--- src/rtl/posit_pkg.sv ---
// Shared constants and field bundles for the posit(64,4) -> binary64 path.
// Included by the decoder-side and FP64-side blocks alike.
package posit_pkg;

  localparam int POSIT_N   = 64;
  localparam int POSIT_ES  = 4;
  localparam int FP64_BIAS = 1023;

  localparam logic [63:0] FP64_QNAN = 64'h7FF8_0000_0000_0000;

  // Decoded posit as produced by the posit field decoder.
  typedef struct packed {
    logic        sign;
    logic [6:0]  regi;
    logic [3:0]  expo;
    logic [56:0] frac;
    logic        allone;
    logic        allzero;
  } posit_dec_t;

  // Fields held between the two pipeline stages.
  typedef struct packed {
    logic        sign;
    logic [10:0] bexp;
    logic [51:0] mant;
    logic        inc;
    logic        inexact;
    logic        allone;
    logic        allzero;
  } fp64_fields_t;

endpackage

--- src/rtl/fp64_round_pack.sv ---
// Stage-2 combinational logic: applies the rounding increment and packs the
// binary64 word, with NaR and zero overriding the arithmetic result.
module fp64_round_pack
  import posit_pkg::*;
(
  input  fp64_fields_t f,
  output logic [63:0]  data,
  output logic         inexact,
  output logic         nar
);

  // A mantissa carry ripples into the exponent; the top biased exponent is
  // 2030, so the worst case (2031) stays finite.
  logic [62:0] mag;
  assign mag = {f.bexp, f.mant} + {62'd0, f.inc};

  always_comb begin
    data    = {f.sign, mag};
    inexact = f.inexact;
    nar     = 1'b0;
    if (f.allone) begin
      data    = FP64_QNAN;
      inexact = 1'b0;
      nar     = 1'b1;
    end else if (f.allzero) begin
      data    = 64'd0;
      inexact = 1'b0;
    end
  end

endmodule

--- src/rtl/posit64_to_fp64.sv ---
// Two-stage posit(64,4) decoded-field to IEEE-754 binary64 converter with
// full valid/ready backpressure and round-to-nearest-even (or truncation).
module posit64_to_fp64
  import posit_pkg::*;
#(
  parameter int ES        = 4,
  parameter int FRAC_W    = 57,
  parameter int REG_W     = 7,
  parameter int ROUND_RTZ = 0
) (
  input  logic              clk,
  input  logic              rst,
  input  logic              in_valid,
  output logic              in_ready,
  input  logic              in_sign,
  input  logic [REG_W-1:0]  in_regi,
  input  logic [ES-1:0]     in_expo,
  input  logic [FRAC_W-1:0] in_frac,
  input  logic              in_allone,
  input  logic              in_allzero,
  output logic              out_valid,
  input  logic              out_ready,
  output logic [63:0]       out_data,
  output logic              out_inexact,
  output logic              out_nar
);

  if (ES != POSIT_ES || FRAC_W != 57 || REG_W != 7) begin : g_param_check
    $error("posit64_to_fp64 supports only ES=4, FRAC_W=57, REG_W=7");
  end

  localparam logic RNE = (ROUND_RTZ == 0);

  posit_dec_t   in_dec;
  fp64_fields_t s1_d;
  fp64_fields_t s1_q;
  logic         s1_valid;
  logic         s1_adv;
  logic [10:0]  scale;
  logic         guard;
  logic         sticky;
  logic [63:0]  pack_data;
  logic         pack_inexact;
  logic         pack_nar;

  assign in_dec = '{sign: in_sign, regi: in_regi, expo: in_expo, frac: in_frac,
                    allone: in_allone, allzero: in_allzero};

  // Handshake: a transfer happens on valid & ready at either end. The output
  // register holds while out_valid & ~out_ready; stage 1 moves forward when
  // the output register is empty or draining, and the input side is ready
  // when stage 1 is empty or moving. in_ready never depends on in_valid.
  assign s1_adv   = ~out_valid | out_ready;
  assign in_ready = ~s1_valid | s1_adv;

  // scale = 16*r + e in 11-bit two's complement; +1023 lands in 15..2030.
  assign scale  = {in_dec.regi, 4'b0000} + {7'd0, in_dec.expo};
  assign guard  = in_dec.frac[4];
  assign sticky = |in_dec.frac[3:0];

  always_comb begin
    s1_d         = '0;
    s1_d.sign    = in_dec.sign;
    s1_d.bexp    = scale + 11'(FP64_BIAS);
    s1_d.mant    = in_dec.frac[56:5];
    s1_d.inc     = RNE & guard & (sticky | in_dec.frac[5]);
    s1_d.inexact = guard | sticky;
    s1_d.allone  = in_dec.allone;
    s1_d.allzero = in_dec.allzero;
  end

  always_ff @(posedge clk or posedge rst) begin
    if (rst) begin
      s1_valid <= 1'b0;
      s1_q     <= '0;
    end else if (in_ready) begin
      s1_valid <= in_valid;
      if (in_valid) s1_q <= s1_d;
    end
  end

  fp64_round_pack u_round_pack (
    .f       (s1_q),
    .data    (pack_data),
    .inexact (pack_inexact),
    .nar     (pack_nar)
  );

  always_ff @(posedge clk or posedge rst) begin
    if (rst) begin
      out_valid   <= 1'b0;
      out_data    <= 64'd0;
      out_inexact <= 1'b0;
      out_nar     <= 1'b0;
    end else if (s1_adv) begin
      out_valid <= s1_valid;
      if (s1_valid) begin
        out_data    <= pack_data;
        out_inexact <= pack_inexact;
        out_nar     <= pack_nar;
      end
    end
  end

endmodule

--- config.mk ---
export PLATFORM = sky130hd
export DESIGN_NAME = posit64_to_fp64
export DESIGN_NICKNAME = d
export VERILOG_FILES = /design/src/rtl/posit_pkg.sv /design/src/rtl/fp64_round_pack.sv /design/src/rtl/posit64_to_fp64.sv
export SDC_FILE = /design/constraint.sdc
export NUM_CORES = 1
export LEC_CHECK = 0
export CAP_MARGIN = 20
export CORE_MARGIN = 8
export CORE_UTILIZATION = 52
export CTS_CLUSTER_DIAMETER = 80
export DETAILED_ROUTE_END_ITERATION = 10
export PLACE_DENSITY = 0.81
export SYNTH_ARGS = -nofsm -noshare
export SYNTH_HDL_FRONTEND = slang
export SYNTH_SLANG_ARGS = --single-unit
export TNS_END_PERCENT = 10
--- constraint.sdc ---
create_clock -name clk -period 5.8 [get_ports clk]
set_input_delay 0.58 -clock clk [delete_from_list [all_inputs] [get_ports clk]]
set_output_delay 0.58 -clock clk [all_outputs]
set_load 0.02 [all_outputs]
# Yosys cells after proc, flatten, opt, wreduce, memory -nomap -nowiden

Cells that the tools add are included.

Add/subtract/negate cells: 3
Reduce and logical (&&, ||, !) cells: 3
Bitwise operators: 7
Mux-type cells: 5

Operators with widths:

| cell                   | count |
|---|---|
| $mux 64                | 2 |
| $add 63x1->63          | 1 |
| $add 11x10->11 const B | 1 |
| $add 11x4->11          | 1 |
| $or 1x1->1             | 4 |
| $reduce_and 2->1       | 2 |
| $reduce_or 4->1        | 1 |
| $mux 1                 | 3 |
| $not 1->1              | 2 |
| $and 1x1->1            | 1 |

Logic and storage cells: 30
Register bits: 136
Bits of input ports: 75
Output and inout bits: 68

# Logic depth before layout (Yosys ltp)

Depth after elaboration: 4
Depth in mapped cells: 6
Gate-level depth less buffers: 6

# Hierarchy

Synthesis repeated with hierarchy kept, for this count alone.

Cells, all modules: 658
Area, all modules: 7166.9 µm²

By module, submodules not included:

| module          | seq. area each (µm²) | cells an instance | area each (µm²) | times used |
|---|---|---|---|---|
| posit64_to_fp64 | 3403.3               | 337               | 5227.5          | 1 |
| fp64_round_pack | 0.0                  | 321               | 1939.4          | 1 |

# Worst setup path after synthesis

OpenSTA, ideal clock, no wires.

Kind: input to register
From: input port out_ready
To: register s1_q[0] in the netlist's numbering
Path slack: 3.623 ns
Cell stages on the path: 5
Setup time: 0.125 ns
Required time: 5.675 ns
Arrival time: 2.053 ns
Buffers on the path: 1
Cell sequence: nor2b_1 -> nand2_1 -> nand2_1 -> clkbuf_1 -> mux2_2

Word-level cells in the longest chain between the ends: 3

RTL lines:

| item                              | RTL line              | source |
|---|---|---|
| from (decl)                       | posit64_to_fp64.sv:22 | `input logic out_ready,` |
| $or 1x1->1                        | posit64_to_fp64.sv:53 | `assign s1_adv = ~out_valid \| out_ready;` |
| $or 1x1->1                        | posit64_to_fp64.sv:54 | `assign in_ready = ~s1_valid \| s1_adv;` |
| named net in_ready                | posit64_to_fp64.sv:14 | `output logic in_ready,` |
| $reduce_and 2->1 (no source line) | -                     |  |
| to (signal assigned)              | posit64_to_fp64.sv:75 | `s1_q <= '0;` |
| to (signal assigned)              | posit64_to_fp64.sv:78 | `if (in_valid) s1_q <= s1_d;` |
| to (decl)                         | posit64_to_fp64.sv:36 | `fp64_fields_t s1_q;` |

The timed path passes the listed nets, and every way through them passes these cells.
A chain may end at the register's enable or synchronous reset.

# Worst setup path in the final report

From: input port out_ready
To: register s1_q[6] in the netlist's numbering

Word-level cells in the longest chain between the ends: 3

RTL lines:

| item                              | RTL line |
|---|---|
| $or 1x1->1                        | posit64_to_fp64.sv:53 |
| $or 1x1->1                        | posit64_to_fp64.sv:54 |
| $reduce_and 2->1 (no source line) | - |

No other way between the ends.

==> results.sh <==
export IMPL_status="complete, no violations"
export IMPL_fin_skew_ps=7.60
export IMPL_grt_remaining_overflow=0
export IMPL_clkPwrFrac_pct=33.4
export IMPL_insertion_delay_ps=420
export IMPL_drive_gt1_share_pct=14.0
export IMPL_maxCapViolCount=0
export IMPL_io_pins=143
export IMPL_slew_headroom_pct=36.1
export IMPL_dp_cells=961
export IMPL_synth_top_family_by_area="simple AND/OR/NAND/NOR gates"
export IMPL_reg2reg_setup_slack_ps=3110
export IMPL_p_sw_w=0.000928
export IMPL_max_freq_mhz=351
export IMPL_routedWlPerCell_um=19.4
export IMPL_first_pass_iters=5
export IMPL_ys_seq_area_share_pct=49.2
export IMPL_fin_nets=882
export IMPL_start_util_pct=52.6
export IMPL_cp_arrival_ps=3150
export IMPL_grt_pass1_wl_um=31100
export IMPL_row_count=42
export IMPL_synth_xor_area_share_pct=4.56
export IMPL_synth_cell_area_um2=6920
export IMPL_tightest_slew_ps=951
export IMPL_ir_drop_uv=192
export IMPL_avgSynthCellArea_um2=10.3
export IMPL_holdWs_ps=478
export IMPL_switching_share_pct=31.0
export IMPL_die_width_um=131
export IMPL_via_count=5975
export IMPL_avgViaCountPerCell=6.02
export IMPL_track_usage_pct=22.0
export IMPL_combPwrFrac_pct=23.8
export IMPL_io_buffers=142
export IMPL_ctsHoldBuffers=0
export IMPL_fp_dieArea_um2=17200
export IMPL_cts_setup_buffers=0
export IMPL_syn_to_final_growth_pct=30.0
export IMPL_clock_path_buffers=2
export IMPL_remaining_drc_errors=0
export IMPL_r2r_end="out_data[29]"
export IMPL_p_total_w=0.00299
export IMPL_root_buffer="clkbuf_16"
export IMPL_cell_internal_pwr_w=0.00206
export IMPL_drtIter0Drc=561
export IMPL_dieHeight_um=131
export IMPL_place_congestion=0.843
export IMPL_hpwl_um=13300
export IMPL_tns_ps=0
export IMPL_cts_clk_slew_worst_paths_ps=60
export IMPL_endpoint="s1_q[6]"
export IMPL_grt_pass1_vias=6037
export IMPL_r2r_cells=5
export IMPL_cp_required_ps=6100
export IMPL_async_flop_share_pct=100
export IMPL_leakage_nw=3.61
export IMPL_htree_levels=4
export IMPL_critPathCaptureType="flop"
export IMPL_power_density_nw_per_um2=333
export IMPL_ys_flop_type="dfrtp_1"
export IMPL_cts_sinks=136
export IMPL_cts_tree="yes"
export IMPL_pwr_share_seq_pct=42.8
export IMPL_drtAntennaViolNets=0
export IMPL_synth_simple_gate_area_share_pct=24.1
export IMPL_critPathKind="input port to flop"
export IMPL_path_max_fanout=55
export IMPL_wirelength_um=19200
export IMPL_synth_compound_area_share_pct=8.23
export IMPL_ys_ff_latch=136
export IMPL_period_share_pct=49.1
export IMPL_setup_viol=0
export IMPL_rsz0062_at_grt="no"
export IMPL_synth_cells=671
export IMPL_core_region_area_um2=13100
export IMPL_finalHoldViolations=0
export IMPL_finalMaxSlewViolations=0
export IMPL_r2r_start="s1_q[21]"
export IMPL_diodes=0
export IMPL_startpoint_type="input port"
export IMPL_stdcell_count=993
export IMPL_cts_resized_gates=0
export IMPL_synth_edf_count=0
export IMPL_fin_crit_ps=2850
export IMPL_syn_num_nets=749
export IMPL_grt_max_degree=77
export IMPL_startpoint="out_ready"
export IMPL_synth_adder_area_share_pct=0.543
export IMPL_antenna_found_initial=0
export IMPL_numCtsBuffers=17
export IMPL_synthMuxAreaShare_pct=10.3
export IMPL_ys_types=50
export IMPL_yosysWarnings=0
export IMPL_min_path_type="flop to flop"
==> sequential cells by signal, indices dropped and copies added, names as in the netlist <==
| signal | count |
|---|---|
| s1_q | 68 |
| out_inexact | 1 |
| out_valid | 1 |
| s1_valid | 1 |
| out_nar | 1 |
| out_data | 64 |
==> cell families after synthesis <==
kind of cell               Yosys count
and+or+nand+nor                    300
DFF                                136
AOI/OAI and AO/OA                   88
muxes                               64
buffers and inverters               44
xor gates and xnor gates            36
adders and majority gates            3
==> routing by layer <==
layer  wire, um  up-vias  global-route usage [%]  part of all wire (%)
li1           -     2739                       -                     -
met3       1370       36                    5.56                   7.1
met5          0        -                       0                     0
met2       9470      303                    36.0                    49
met4        346        0                    7.85                   1.8
met1       8050     2897                    27.7                    42
==> through the flow <==
step | util (%) | worst slack (ps) | area [um2]
2_1_floorplan | - | 1580 | 6920
3_3_place_gp | 64.3 | 2700 | 8450
3_5_place_dp | 64.3 | 2550 | 8450
4_1_cts | 68.4 | 2960 | 8990
5_1_grt | 68.4 | 2830 | 8990
6_report | 68.4 | 2950 | 8990
==> layout by cell type (no fill, tap or decap), drive strengths merged, types with 10 or more instances in the layout <==
cell | synthesis | routed
clkdlybuf4s50 | 0 | 142
dfrtp | 136 | 136
nand2 | 88 | 88
nand3 | 63 | 63
mux2 | 59 | 59
o21ai | 36 | 36
nand4 | 31 | 31
xor2 | 24 | 24
clkbuf | 31 | 22
nor2 | 20 | 20
nor3 | 18 | 18
or4 | 17 | 17
nor4 | 16 | 16
a21oi | 13 | 13
xnor2 | 12 | 12
o211ai | 11 | 11
inv | 10 | 10
==> power groups by stage <==
stage | logic (W) | clock network [W] | registers [W]
global route | 0.000764 | 0.00104 | 0.00130
CTS | 0.000720 | 0.00100 | 0.00128
finish | 0.000712 | 0.000999 | 0.00128
global placement | 0.000694 | 0 | 0.00128
floorplan | 0.000299 | 0 | 0.00135
detailed placement | 0.000714 | 0 | 0.00129
==> cell usage after synthesis, types with 9 or more instances <==
cell | count | area [um2]
xor2_1 | 24 | 210
o211ai_1 | 11 | 82.6
nand3_1 | 63 | 315
clkbuf_1 | 27 | 101
o21ai_0 | 36 | 180
or4_1 | 17 | 128
nor3_1 | 15 | 75.1
nor2_1 | 20 | 75.1
nand2_1 | 88 | 330
nor4_1 | 14 | 87.6
dfrtp_1 | 136 | 3400
inv_1 | 10 | 37.5
and2_1 | 9 | 56.3
mux2_2 | 59 | 664
a21oi_1 | 13 | 65.1
xnor2_1 | 12 | 105
nand4_1 | 26 | 163
==> worst min-delay path by stage <==
stage,cells past startpoint,start,to,slack (ps)
final,2,out_data[16],out_data[16],480
after global routing,2,out_data[11],out_data[11],500
after floorplan,2,s1_q[2],s1_q[2],450
after detailed placement,2,out_data[16],out_data[16],470
after global placement,2,out_data[16],out_data[16],460
after CTS,2,out_data[16],out_data[16],480
==> critical path, cell delays in order <==
cell,delay (ps)
clkdlybuf4s50_1,410
nor2b_1,390
nand2_1,180
nand2_2,490
buf_4,640
mux2_2,410
==> area by class of cell <==
class | instances | area [um2]
fill | 977 | 4150
clock inverter | 10 | 77.6
inverter | 10 | 40.0
timing repair buffer | 148 | 1470
clock buffer | 22 | 464
multi-input combinational | 491 | 3320
tap | 176 | 220
sequential | 136 | 3400
No activity file was read; power rests on OpenSTA's default activity.
